**src/rtl/mem_port_sequencer.sv**
```systemverilog
// Arbitrates one fixed-latency synchronous memory port between instruction fetch and data load/store.
// It raises a pipeline-wide stall while any request is pending and never replays a request that has already been served.
module mem_port_sequencer #(
  parameter int AW  = 32,
  parameter int DW  = 32,
  parameter int LAT = 2
) (
  input  logic          clk,
  input  logic          rst,
  input  logic          if_req,
  input  logic [AW-1:0] if_addr,
  input  logic          if_flush,
  output logic [DW-1:0] if_rdata,
  output logic          if_done,
  input  logic          d_rmem,
  input  logic          d_wmem,
  input  logic [AW-1:0] d_addr,
  input  logic [DW-1:0] d_wdata,
  output logic [DW-1:0] d_rdata,
  output logic          d_done,
  output logic          stall,
  output logic          mem_en,
  output logic          mem_we,
  output logic [AW-1:0] mem_addr,
  output logic [DW-1:0] mem_wdata,
  input  logic [DW-1:0] mem_rdata
);

  localparam int CW = (LAT < 1) ? 1 : $clog2(LAT + 1);
  localparam logic [CW-1:0] CNT_LAT = CW'(LAT);

  typedef enum logic [1:0] {IDLE, BUSY_D, BUSY_I} state_t;

  state_t        state, state_d;
  logic [CW-1:0] cnt, cnt_d;
  logic          d_served, if_served;
  logic          d_pend, i_pend, d_go, i_go;
  logic          is_wr;
  logic          launch_d, launch_i, fin_d, fin_i, abort_i;

  always_ff @(posedge clk) begin
    if (rst) state <= IDLE;
    else     state <= state_d;
  end

  // A request whose done pulse is showing this cycle is complete, so it neither stalls nor relaunches.
  always_comb begin
    d_pend   = (d_rmem | d_wmem) & ~d_served;
    i_pend   = if_req & ~if_served & ~if_flush;
    d_go     = d_pend & ~d_done;
    i_go     = i_pend & ~if_done;
    stall    = d_go | i_go;
    state_d  = state;
    cnt_d    = cnt;
    launch_d = 1'b0;
    launch_i = 1'b0;
    fin_d    = 1'b0;
    fin_i    = 1'b0;
    abort_i  = 1'b0;
    mem_en   = (state != IDLE);
    mem_we   = (state == BUSY_D) && is_wr && (cnt == CNT_LAT);
    case (state)
      IDLE: begin
        if (d_go) begin
          state_d  = BUSY_D;
          cnt_d    = CNT_LAT;
          launch_d = 1'b1;
        end else if (i_go) begin
          state_d  = BUSY_I;
          cnt_d    = CNT_LAT;
          launch_i = 1'b1;
        end
      end
      BUSY_D: begin
        if (cnt == '0) begin
          state_d = IDLE;
          fin_d   = 1'b1;
        end else begin
          cnt_d = cnt - CW'(1);
        end
      end
      BUSY_I: begin
        if (if_flush) begin
          state_d = IDLE;
          abort_i = 1'b1;
        end else if (cnt == '0) begin
          state_d = IDLE;
          fin_i   = 1'b1;
        end else begin
          cnt_d = cnt - CW'(1);
        end
      end
      default: state_d = IDLE;
    endcase
  end

  always_ff @(posedge clk) begin
    if (rst) begin
      cnt       <= '0;
      d_served  <= 1'b0;
      if_served <= 1'b0;
      is_wr     <= 1'b0;
      mem_addr  <= '0;
      mem_wdata <= '0;
      d_rdata   <= '0;
      if_rdata  <= '0;
      d_done    <= 1'b0;
      if_done   <= 1'b0;
    end else begin
      cnt     <= cnt_d;
      d_done  <= fin_d;
      if_done <= fin_i;
      if (launch_d) begin
        mem_addr  <= d_addr;
        mem_wdata <= d_wdata;
        is_wr     <= d_wmem;
      end
      if (launch_i) mem_addr <= if_addr;
      if (fin_d && !is_wr) d_rdata <= mem_rdata;
      if (fin_i) if_rdata <= mem_rdata;
      // Served flags only matter while the pipeline stays frozen on the same instruction pair.
      if (!stall) begin
        d_served  <= 1'b0;
        if_served <= 1'b0;
      end else begin
        if (d_done)  d_served  <= 1'b1;
        if (if_done) if_served <= 1'b1;
        if (abort_i) if_served <= 1'b0;
      end
    end
  end

endmodule

```
**config.mk**
```make
export PLATFORM = sky130hd
export DESIGN_NAME = mem_port_sequencer
export DESIGN_NICKNAME = d
export VERILOG_FILES = /design/src/rtl/mem_port_sequencer.sv
export SDC_FILE = /design/constraint.sdc
export NUM_CORES = 1
export LEC_CHECK = 0
export ABC_AREA = 0
export CAP_MARGIN = 30
export CORE_MARGIN = 2
export CORE_UTILIZATION = 40
export CTS_CLUSTER_SIZE = 40
export DETAILED_ROUTE_END_ITERATION = 6
export GPL_TIMING_DRIVEN = 0
export PLACE_DENSITY = 0.8
export SLEW_MARGIN = 20
export SYNTH_ARGS = -nofsm -noshare
export SYNTH_HDL_FRONTEND = slang
export SYNTH_SLANG_ARGS = --single-unit
```
**constraint.sdc**
```tcl
create_clock -name clk -period 2 [get_ports clk]
set_input_delay 0.4 -clock clk [delete_from_list [all_inputs] [get_ports clk]]
set_output_delay 0.4 -clock clk [all_outputs]
set_load 0.05 [all_outputs]
```
; Word-level counts from Yosys, hierarchy flattened
; Cells that the tools add are included.
[word_totals]
reg_bits = 137
inputBits = 134
out_inout_bits = 133
[classes]
n_addsub = 1
eq_ne = 5
mux = 22
bitwise = 13
n_reduce_logical = 12
[op_table]
columns = cell, count
row1 = 2-to-1 mux 32 bit, 2
row2 = 2-to-1 mux 2 bit, 7
row3 = one-hot mux 2 bit (3 select lines), 2
row4 = 2-to-1 mux 1 bit, 11
row5 = inverter 1 bit, 6
row6 = bitwise AND 1 bit, 5
row7 = "== test 2 bit, second input constant", 2
row8 = zero test 2 bit, 2
row9 = nonzero test 2 bit, 2
row10 = logical AND 1 bit, 3
row11 = "!= test 3 bit, second input constant", 1
row12 = AND reduction 3 bit, 1
row13 = nonzero test 3 bit, 1
row14 = OR reduction 3 bit, 1
row15 = "== test 2 x 1 -> 1 bit, second input constant", 1
row16 = "!= test 2 bit, second input constant", 1
row17 = OR 1 bit, 2
row18 = OR reduction 2 bit, 1
row19 = "subtractor 2 x 1 -> 2 bit, second input constant", 1
row20 = zero test 1 bit, 1

; Longest topological paths before layout
; Gate-level depths: netlist of run 1.
[depth]
word_depth = 8
mapped_depth = 8

; Worst setup path before layout of run 1
; Ideal clock, no wire load.
[synth_timing]
path_kind = flip-flop to flip-flop
start = reg if_done
end = reg mem_addr[22]
setup_ns = 0.088
arrival_ns = 2.010
required_ns = 1.912
slack_ns = -0.098
stages_incl_launch_ff = 7
n_path_buf = 2
synth_period_minus_slack_ns = 2.098
cell_sequence = dfxtp_1 -> or4b_1 -> buf_2 -> o21ai_2 -> buf_2 -> a21oi_1 -> a311oi_2
[synth_between]
elab_chain_cells = 6
elab_cells_between_ends = 7
[synth_rtl]
columns = element, line_no
row1 = start: declaration, 14  ; output logic if_done,
row2 = start signal: assignment, 112  ; if_done <= fin_i;
row3 = inverter 1 bit *, 51  ; i_go = i_pend & ~if_done;
row4 = bitwise AND 1 bit *, 51
row5 = 2-to-1 mux 1 bit *, 68  ; end else if (i_go) begin
row6 = 2-to-1 mux 1 bit *, 64  ; if (d_go) begin
row7 = 2-to-1 mux 1 bit *, 62  ; case (state)
row8 = 2-to-1 mux 32 bit / nonzero test 2 bit (equally long branches), --
row9 = end signal: assignment, 114  ; mem_addr <= d_addr;
row10 = end signal: assignment, 118  ; if (launch_i) mem_addr <= if_addr;
row11 = end: declaration, 24  ; output logic [AW-1:0] mem_addr,
; Every way passes the cells marked *; elsewhere a longest branch is shown, timed or not.
; A chain may end at the register's enable or synchronous reset.

; Worst setup path after layout of run 1
[layout_timing]
start = reg if_done
end = out stall
[layout_between]
elab_chain_cells = 3
[layout_rtl]
columns = element, line_no
row1 = inverter 1 bit, 51
row2 = bitwise AND 1 bit, 51
row3 = OR 1 bit, 52  ; stall = d_go | i_go;
row4 = end: declaration, 21  ; output logic stall,
; Every way passes these cells.

==> results.toml, run 1 <==
[min_path]
min_from = "if_flush"
hold_class = "primary input to register"

[floorplanning]
dieArea_um2 = 14200
start_util = 0.405
die_h_um = 119
fp.coreArea_um2 = 13100
io_pins = 267
die_w_um = 119
row_count = 42

[drt]
vias_per_cell = 5.00
wl_um = 18000
ant_nets = 0
drc = 0
first_pass_iters = 6
drt-initial-drc-count = 327
wl_per_cell_um = 15.6
num_vias = 5774

[timing]
max_freq_ghz = 0.480
setup_viol = 4
worst_slew_pin_slew_ns = 0.665
slew_headroom = 0.556
slew_viol_final = 0
grt_setup_unrepaired = "true"
timing.final.hold_violations = 0
whs_ns = 0.436
setup-tns-final_ns = -0.157
fin_skew_ns = 0.0105
period_minus_slack_ns = 2.08
fin_crit_sh = 1.04
setup_ws_ns = -0.0849

[finish]
nNetsFinal = 1106
fillers = 1008
area_delta_synth_final_pct = 75.5
layout-drive-gt1-share = 0.127
diodes = 0
regArea_um2 = 2750
multi_input_area_um2 = 2510

[critical_path]
startpoint_type = "register"
cp.arrival_ns = 1.68
r2r_start = "if_done"
end_kind = "primary output"
required_ns = 1.60
crit_path_start = "if_done"
crit_fanout = 2
critical_path_class = "register to primary output"

[logic_synthesis]
async_flop_share = 0
yosysUniqueCellTypes = 32
synthFlopType = "dfxtp_1"
synth-edff-count = 0
synth-seq-cells = 137
postSynthNetCount = 810
synth_cells = 669
yosysWarnings = 0
syn_avg_cell_area_um2 = 7.93
synth_area_um2 = 5310
synth-seq-area-share = 0.517

[clocking]
worst_skew_pair.late_latency_ns = 0.42
cts_max_path_buffers = 2
numCtsBuffers = 17
htree_num_levels = 4
cts_root_buf = "clkbuf_16"
cts.reportedPaths.clkPinSlew_ns = 0.06
tritoncts = "built"
cts.sinks = 137

[run_status]
violations = "setup timing"
status = "complete, but fails checks"

[placement]
place.gp.congestion = 0.849
dp_hpwl_um = 12600
port_buffers = 265

[power]
power_density_nw_per_um2 = 953
leakagePower_uw = 0.00441
vdd_drop_max_mv = 0.528

[job]
maxCapViolCount = 0

[global_routing]
grt_overflow_total = 0
grt_pass1_vias = 5460
grt_pass1_wl_um = 27500
grt_use_total = 0.244
antenna_found_initial = 0
grt_max_degree = 17
## state kept, by name, indices dropped and copies added, names as in the netlist
signal,cells
d_done,1
if_done,1
if_rdata,32
d_rdata,32
state,2
if_served,1
mem_addr,32
is_wr,1
cnt,2
mem_wdata,32
d_served,1
## critical path, cell delays in order (launching register included)
cell and delay, ns:
dfxtp_4 0.34, or4b_4 0.57, o21ai_4 0.10, buf_6 0.13
buf_8 0.13
## cells in the mapped netlist (all sizes together) (2+ instances only)
master / count / area (um^2)
a211o: 2 / 17.5
a21oi: 133 / 666
a311oi: 32 / 312
buf: 10 / 68.8
clkbuf: 43 / 161
dfxtp: 137 / 2740
ha: 7 / 87.6
inv: 7 / 26.3
nand2: 261 / 980
nand2b: 4 / 25.0
nand3: 2 / 10.0
nor2: 8 / 30.0
nor3: 3 / 15.0
o211ai: 2 / 15.0
o21ai: 2 / 13.8
or2: 4 / 25.0
## layout by cell type (no fill, tap or decap), types with 2 or more instances in the layout
cell type / n
nand2_2: 14
buf_4: 10
dlymetal6s2s_1: 60
buf_8: 4
clkdlybuf4s50_1: 193
nand2_4: 7
dfxtp_2: 3
dfxtp_1: 133
nor3_1: 2
buf_6: 3
ha_1: 7
a211o_1: 2
clkinv_4: 3
nand2b_1: 4
dlygate4sd2_1: 9
bufinv_16: 2
a311oi_2: 19
clkbuf_4: 3
clkbuf_1: 30
nor2_1: 8
inv_1: 6
or2_2: 3
nand3_1: 2
a311oi_1: 13
o211ai_1: 2
clkbuf_16: 19
a21oi_1: 132
inv_6: 2
nand2_1: 240
buf_2: 5
clkbuf_2: 11
clkinvlp_4: 5
## area by class of cell
| class | instances | area share |
|---|---|---|
| Timing Repair Buffer | 278 | 0.317 |
| Sequential cell | 137 | 0.295 |
| Multi-Input combinational cell | 472 | 0.269 |
| Clock buffer | 19 | 0.0476 |
| Buffer | 52 | 0.0290 |
| Tap cell | 176 | 0.0236 |
| Clock inverter | 13 | 0.0157 |
| Inverter | 7 | 0.00282 |
## layer usage
| layer | track usage | routed length [um] | vias to the layer above |
|---|---|---|---|
| met5 | 0 | 0 | - |
| met2 | 0.408 | 8900 | 219 |
| met1 | 0.289 | 7170 | 2684 |
| met3 | 0.0862 | 1480 | 35 |
| li1 | - | - | 2836 |
| met4 | 0.0915 | 443 | 0 |
## final timing paths
| check | endpoint | cells past startpoint | slack, ns |
|---|---|---|---|
| min reg2reg | mem_wdata[14] | 2 | 0.45 |
| min | if_served | 2 | 0.44 |
| max reg2reg | mem_addr[9] | 7 | -0.03 |
| max | stall | 4 | -0.08 |
## repair_timing
action,CTS,global route
setup endpoints to repair,70,180
gates resized for setup,49,133
pin swaps,10,38
hold buffers,0,0
setup buffers,5,5
gates cloned,1,2
## power by group
part / internal [uW] / leakage (uW) / total [uW] / switching (uW)
registers: 2990 / 0.00112 / 3110 / 129
clock network: 1880 / 0.000272 / 3100 / 1220
logic: 973 / 0.00302 / 2660 / 1690
## stage by stage
| stage | utilization | power, uW | setup WS (ns) | instance area, um^2 | std cells |
|---|---|---|---|---|---|
| final | 0.712 | 8880 | -0.0849 | 9310 | 1154 |
| after global routing | 0.712 | 9250 | -0.126 | 9310 | 1154 |
| after CTS | 0.679 | 8830 | -0.140 | 8890 | 1148 |
| after detailed placement | 0.625 | 5710 | -1.14 | 8180 | 1110 |
| after global placement | 0.625 | 5680 | -1.14 | 8180 | 1110 |
| after floorplan | - | 4720 | 0.0121 | 5310 | 669 |
## cell families (layout without fill, tap and decap cells)
logic type	Yosys count	after routing	share of synthesized area
compound gates	177	177	0.204
fa+ha+maj	7	7	0.0165
simple gates	288	288	0.214
buf+inv	60	369	0.0483
flops	137	137	0.517
Note: power is estimated with default switching activity, not from simulation.
==> inputs of run 2 (changes only) <==
--- a/config.mk
+++ b/config.mk
@@ -6,7 +6,7 @@
 export NUM_CORES = 1
 export LEC_CHECK = 0
 export ABC_AREA = 0
-export CAP_MARGIN = 30
+export CAP_MARGIN = 20
 export CORE_MARGIN = 2
 export CORE_UTILIZATION = 40
 export CTS_CLUSTER_SIZE = 40
==> results of run 2 <==
Final layout, timing and power as in run 1 (identical DEF).
